### config.mk
export PLATFORM = sky130hd
export DESIGN_NAME = stage4_mem_pipe
export DESIGN_NICKNAME = d
export VERILOG_FILES = /design/src/rtl/stage4_mem_pipe.sv
export SDC_FILE = /design/constraint.sdc
export NUM_CORES = 1
export LEC_CHECK = 0
export CAP_MARGIN = 25
export CORE_AREA = 2 2 187 189
export CTS_CLUSTER_SIZE = 30
export DETAILED_ROUTE_END_ITERATION = 6
export DIE_AREA = 0 0 189 191
export GPL_TIMING_DRIVEN = 0
export PLACE_DENSITY = 0.66
export SETUP_SLACK_MARGIN = 0.15
export SYNTH_ARGS = -nofsm -noshare
export SYNTH_HDL_FRONTEND = slang
export SYNTH_SLANG_ARGS = --single-unit
### constraint.sdc
create_clock -name clk -period 19.63 [get_ports clk]
set_clock_uncertainty 0.1 [all_clocks]
set_input_delay 5.889 -clock clk [delete_from_list [all_inputs] [get_ports clk]]
set_output_delay 5.889 -clock clk [all_outputs]
set_load 0.05 [all_outputs]
### src/rtl/stage4_mem_pipe.sv
// Memory-access stage: waits for bus data_ok, buffers it across WB stalls,
// aligns loads and drops responses of flushed requests. Macro: MS_SUBWORD_LOAD_EN.
module stage4_mem_pipe #(
    parameter int BUS_W = 204,
    parameter int CNT_W = 2
) (
    input  logic             clk,
    input  logic             reset,
    input  logic             flush,
    input  logic             es_to_ms_valid,
    input  logic [BUS_W-1:0] es_to_ms_bus,
    output logic             ms_allow_in,
    input  logic             ws_allow_in,
    output logic             ms_to_ws_valid,
    output logic [BUS_W-8:0] ms_to_ws_bus,
    output logic [38:0]      ms_to_ds_bus,
    output logic             ms_ex,
    input  logic             data_sram_data_ok,
    input  logic [31:0]      data_sram_rdata
);

`ifdef MS_SUBWORD_LOAD_EN
    localparam bit SUBWORD_EN = 1'b1;
`else
    localparam bit SUBWORD_EN = 1'b0;
`endif

    logic             ms_valid;
    logic [BUS_W-1:0] ms_bus;
    logic             got;
    logic [31:0]      rdata_buf;
    logic [CNT_W-1:0] discard_cnt;
    logic [CNT_W-1:0] cnt_next;

    logic [31:0]      pc;
    logic             gr_we;
    logic             res_from_mem;
    logic [4:0]       dest;
    logic [31:0]      alu_result;
    logic [1:0]       addr_lo;
    logic [2:0]       ld_op;
    logic             req_sent;
    logic             ex;
    logic [BUS_W-79:0] sideband;

    assign pc           = ms_bus[31:0];
    assign gr_we        = ms_bus[32];
    assign res_from_mem = ms_bus[33];
    assign dest         = ms_bus[38:34];
    assign alu_result   = ms_bus[70:39];
    assign addr_lo      = ms_bus[72:71];
    assign ld_op        = ms_bus[75:73];
    assign req_sent     = ms_bus[76];
    assign ex           = ms_bus[77];
    assign sideband     = ms_bus[BUS_W-1:78];

    logic cnt_zero;
    logic pending;
    logic own_ok;
    logic ms_ready_go;
    logic fire;
    logic inc_a;
    logic inc_b;
    logic dec;

    assign cnt_zero    = (discard_cnt == '0);
    assign pending     = ms_valid & req_sent & ~got;
    assign own_ok      = pending & data_sram_data_ok & cnt_zero;
    assign ms_ready_go = ~req_sent | got | (data_sram_data_ok & cnt_zero);
    assign ms_allow_in = ~ms_valid | (ms_ready_go & ws_allow_in);
    assign ms_to_ws_valid = ms_valid & ms_ready_go & ~flush;
    assign fire        = ms_to_ws_valid & ws_allow_in;
    assign ms_ex       = ms_valid & ex;

    // A flushed request still owes one response; count it so it is dropped.
    assign inc_a = flush & pending & ~own_ok;
    assign inc_b = flush & es_to_ms_valid & es_to_ms_bus[76];
    assign dec   = data_sram_data_ok & ~cnt_zero;
    assign cnt_next = discard_cnt + CNT_W'(inc_a) + CNT_W'(inc_b)
                    - CNT_W'(dec);

    logic [31:0] raw_word;
    logic [31:0] shifted;
    logic [15:0] half;
    logic [31:0] sub_result;
    logic [31:0] mem_result;
    logic [31:0] final_result;

    assign raw_word = got ? rdata_buf : data_sram_rdata;
    assign shifted  = raw_word >> {addr_lo, 3'b000};
    assign half     = addr_lo[1] ? raw_word[31:16] : raw_word[15:0];

    always_comb begin
        sub_result = raw_word;
        if (ld_op[0])
            sub_result = {{24{ld_op[2] & shifted[7]}}, shifted[7:0]};
        else if (ld_op[1])
            sub_result = {{16{ld_op[2] & half[15]}}, half};
    end

    assign mem_result   = SUBWORD_EN ? sub_result : raw_word;
    assign final_result = res_from_mem ? mem_result : alu_result;

    always_ff @(posedge clk or posedge reset) begin
        if (reset) begin
            ms_valid    <= 1'b0;
            ms_bus      <= '0;
            got         <= 1'b0;
            rdata_buf   <= '0;
            discard_cnt <= '0;
        end else begin
            if (flush)
                ms_valid <= 1'b0;
            else if (ms_allow_in)
                ms_valid <= es_to_ms_valid;

            if (es_to_ms_valid & ms_allow_in & ~flush)
                ms_bus <= es_to_ms_bus;

            if (flush | fire)
                got <= 1'b0;
            else if (own_ok & ~ws_allow_in)
                got <= 1'b1;

            if (own_ok & ~ws_allow_in)
                rdata_buf <= data_sram_rdata;

            discard_cnt <= cnt_next;
        end
    end

    assign ms_to_ws_bus = {sideband, ex, final_result, dest, gr_we, pc};
    assign ms_to_ds_bus = {ms_valid & gr_we, dest, final_result,
                           ms_valid & res_from_mem & ~ms_ready_go};

endmodule
== Word-level counts from Yosys, hierarchy flattened ==
Cells that the tools add are included.

* Bitwise gates (word level): 33
* $add $sub $neg: 3
* Multiplexer cells: 6
* Reductions and logical operators: 3

{| class="wikitable"
|+ Operators by type and width
! cell !! number
|-
| two-way mux 32 bit || 2
|-
| AND 1 bit || 21
|-
| inverter 1 bit || 8
|-
| adder 2 x 1 -> 2 bit || 2
|-
| two-way mux 1 bit || 4
|-
| bitwise OR 1 bit || 4
|-
| nonzero test 2 bit || 2
|-
| logical NOT 2 bit || 1
|-
| subtractor 2 x 1 -> 2 bit || 1
|}

* Flip-flop bits (word level): 240
* Logic and storage cells: 50
* Bits of input ports: 242
* Output and inout bits: 239

== Depth between registers and ports, before layout ==
* Depth after elaboration: 9
* Mapped depth: 9
* Gate-level depth less buffers: 8

== Worst setup path before layout ==
Ideal clock, no wire load.

* Path kind: input-to-output
* From: input port data_sram_rdata[1]
* To: output port ms_to_ws_bus[39]
* Arrival: 7.115 ns
* Buffers on the path: 1
* Data required time: 13.641 ns
* Path slack: 6.526 ns
* Cell stages on the path: 3
* Cells stage by stage: mux2i_1 > a21oi_1 > buf_4

* Longest elaborated chain between the ends: 2

{| class="wikitable"
|+ Ends and longest elaborated chain
! what !! line !! RTL
|-
| start, declared || 19 || <nowiki>input logic [31:0] data_sram_rdata</nowiki>
|-
| two-way mux 32 bit || 89 || <nowiki>assign raw_word = got ? rdata_buf : data_sram_rdata;</nowiki>
|-
| two-way mux 32 bit || 102 || <nowiki>assign final_result = res_from_mem ? mem_result : alu_result;</nowiki>
|-
| end, declared || 15 || <nowiki>output logic [BUS_W-8:0] ms_to_ws_bus,</nowiki>
|}

No other way between the ends.

== Worst setup path after layout ==
* From: input port data_sram_data_ok
* To: output port ms_to_ws_valid

* Longest elaborated chain between the ends: 4

{| class="wikitable"
|+ Ends and longest elaborated chain
! what !! line !! RTL
|-
| start, declared || 18 || <nowiki>input logic data_sram_data_ok,</nowiki>
|-
| AND 1 bit || 69 || <nowiki>assign ms_ready_go = ~req_sent | got | (data_sram_data_ok & cnt_zero);</nowiki>
|-
| bitwise OR 1 bit || 69 ||
|-
| AND 1 bit (2 in a row) || 71 || <nowiki>assign ms_to_ws_valid = ms_valid & ms_ready_go & ~flush;</nowiki>
|-
| end, declared || 14 || <nowiki>output logic ms_to_ws_valid,</nowiki>
|}

No other way between the ends.

==> impl_metrics.env <==
export IMPL_post_cts_buffers=0
export IMPL_drtIter0Drc=180
export IMPL_critical_path_slowest_cell="clkdlybuf4s50_1"
export IMPL_min_to="ms_bus[148]"
export IMPL_period_minus_slack_ps=13930
export IMPL_netlist_area_mm2=0.01106
export IMPL_worst_pin_slew_ps=590.5
export IMPL_drive_gt1_share_pct=30.21
export IMPL_drv_slew=0
export IMPL_rsz0062_at_grt="false"
export IMPL_min_from="ms_bus[148]"
export IMPL_drc=0
export IMPL_antenna_left=0
export IMPL_firstDrtPassIters=4
export IMPL_chipWidth_um=189
export IMPL_power_density_mw_per_mm2=146.8
export IMPL_netlist_instances=829
export IMPL_ys_types=32
export IMPL_mostFrequentLayoutCells="clkdlybuf4s50_1, dfrtp_1, buf_4"
export IMPL_htreeDepth=1
export IMPL_critical_path_top_delay_family="buffers and inverters"
export IMPL_maxCapViolCount=0
export IMPL_critPathBufInv=2
export IMPL_dp_hpwl_um=23790
export IMPL_ys_flop_type="dfrtp_1"
export IMPL_clockRootBuffer="clkbuf_16"
export IMPL_vias_per_cell=4.266
export IMPL_grt_util_met2_pct=28.73
export IMPL_post_place_ws_ps=5680
export IMPL_grt_max_degree=87
export IMPL_gp_congestion=0.7940
export IMPL_worstHoldPathCells=1
export IMPL_dieArea_mm2=0.03610
export IMPL_setup_violations=0
export IMPL_io_buffers=475
export IMPL_syn_avg_cell_area_um2=13.35
export IMPL_met1_usage_pct=20.26
export IMPL_cp_arrival_ps=7940
export IMPL_ys_ff_latch=235
export IMPL_min_path_type="reg2reg"
export IMPL_insertion_delay_ps=540
export IMPL_fp_dieH_um=191
export IMPL_synthArstFlopShare_pct=100.0
export IMPL_crit_top_cell="clkdlybuf4s50_1"
export IMPL_ff2ff_path_depth=9
export IMPL_hold_violations=0
export IMPL_worst_slack_ps=5702
export IMPL_layout_worst_path_cycle_share_pct=70.95
export IMPL_fin_setup_tns_ps=0
export IMPL_first_global_vias=8210
export IMPL_crit_fanout=5
export IMPL_critical_path_class="in2out"
export IMPL_area_growth_pct=57.12
export IMPL_io_pins=481
export IMPL_grt_overflow=0
export IMPL_num_rows=68
export IMPL_r2r_end="discard_cnt[1]"
export IMPL_antenna_found_initial=2
export IMPL_cp_end_kind="primary output"
export IMPL_run_status="finished, final reports clean"
export IMPL_slew_headroom_pct=60.51
export IMPL_ys_seq_area_share_pct=53.16
export IMPL_synth_warnings=0
export IMPL_ir_drop_uv=82.75
export IMPL_cts_sinks=235
export IMPL_worstSetupPathDepth=5
export IMPL_reg2reg_from="got"
export IMPL_synth_edf_count=0
export IMPL_r2r_slack_ps=17290
export IMPL_start_kind="input port"
export IMPL_path_cells="clkdlybuf4s50_1 -> nor3b_4 -> nand2b_1 -> and3b_1 -> clkdlybuf4s50_1"
export IMPL_clockBufferDepth=3
export IMPL_grtUsageMet3_pct=4.608
export IMPL_grt_first_pass_wirelength_um=46780
export IMPL_grt_util_all_layers_pct=16.69
export IMPL_start_util_pct=32.43
export IMPL_clock_fmax_ghz=0.07180
export IMPL_clk_pin_slew_ps=50
export IMPL_wire_per_inst_um=17.09
export IMPL_via_count=7739
export IMPL_cts_hold_buf=0
export IMPL_max_stage_delay_ps=840
export IMPL_syn_num_nets=1073
export IMPL_grt_busiest_layer="met2"
export IMPL_core_mm2=0.03412
export IMPL_ctsResizeCount=0
export IMPL_layout_nets=1580
export IMPL_layout_commonest_cell="clkdlybuf4s50_1"
export IMPL_cts_tree="built"
export IMPL_finalWirelength_um=30990
export IMPL_p_leak_nw=7.526
export IMPL_cts_buffers_inserted=28
export IMPL_worstPathRequired_ps=13640
cell usage after synthesis, drive strengths merged (2+ instances only):
cell / instances / share of area (%)
inv: 3 / 0.10
clkbuf: 4 / 0.14
buf: 234 / 16
and2: 3 / 0.17
nor2: 34 / 1.2
nand2b: 2 / 0.11
nor2b: 2 / 0.11
mux2i: 32 / 2.9
a21oi: 32 / 1.4
dfrtp: 235 / 53
mux2: 230 / 23
xnor2: 2 / 0.16
report_power, final:
| part | internal, mW | leakage, nW | switching (mW) |
|---|---|---|---|
| combinational | 0.557 | 4.26 | 0.765 |
| sequential | 0.633 | 2.80 | 0.0769 |
| clock | 0.316 | 0.459 | 0.203 |
how the worst max path moves through the flow:
stage / end / start / slack (ps)
after global placement: ms_bus[94] / reset / 3400
after global routing: ms_to_ws_valid / data_sram_data_ok / 5600
final: ms_to_ws_valid / data_sram_data_ok / 5700
after floorplan: ms_to_ws_bus[39] / data_sram_rdata[1] / 6530
after CTS: ms_to_ws_valid / data_sram_data_ok / 5680
after detailed placement: ms_to_ws_valid / data_sram_data_ok / 5680
state kept, by name, summed over array words and instances (netlist names):
register and count:
rdata_buf 32, got 1, ms_bus 199, ms_valid 1, discard_cnt 2
through the flow:
| stage | std cells | util, % | area, um2 | hold slack (ps) | power (mW) |
|---|---|---|---|---|---|
| final | 1814 | 50.95 | 17380 | 390.5 | 2.551 |
| after floorplan | 829 | - | 11060 | 364.9 | 1.632 |
| after global placement | 1759 | 48.03 | 16390 | 374.7 | 2.031 |
| after global routing | 1813 | 50.94 | 17380 | 400.4 | 2.665 |
| after detailed placement | 1761 | 48.21 | 16450 | 382.2 | 2.048 |
| after CTS | 1812 | 50.94 | 17380 | 394.9 | 2.581 |
per-layer routing:
| metal | part of all wire (%) | wire [um] | vias up |
|---|---|---|---|
| met5 | 0.039 | 12 | - |
| met4 | 3.3 | 1018 | 2 |
| met3 | 7.1 | 2209 | 51 |
| met2 | 49 | 15330 | 284 |
| met1 | 40 | 12420 | 3763 |
| li1 | - | - | 3639 |
kinds of logic after synthesis:
family | synth area share (%)
muxes | 26.31
adders and majority gates | 0.2940
AOI/OAI and AO/OA | 2.160
xor gates and xnor gates | 0.1584
DFF | 53.16
and+or+nand+nor | 2.149
buffers and inverters | 15.78
final cells by class:
cell class,count,area [um2]
plain buffers,238,1734
multi-input cells,353,3437
clock buffers,47,883.3
inverters,3,18.77
clock inverters,4,45.04
flip-flops and latches,235,5881
fillers,3053,16730
repair buffers,477,4810
diodes,2,5.005
well taps,455,569.3
(Power assumes the default switching activity.)
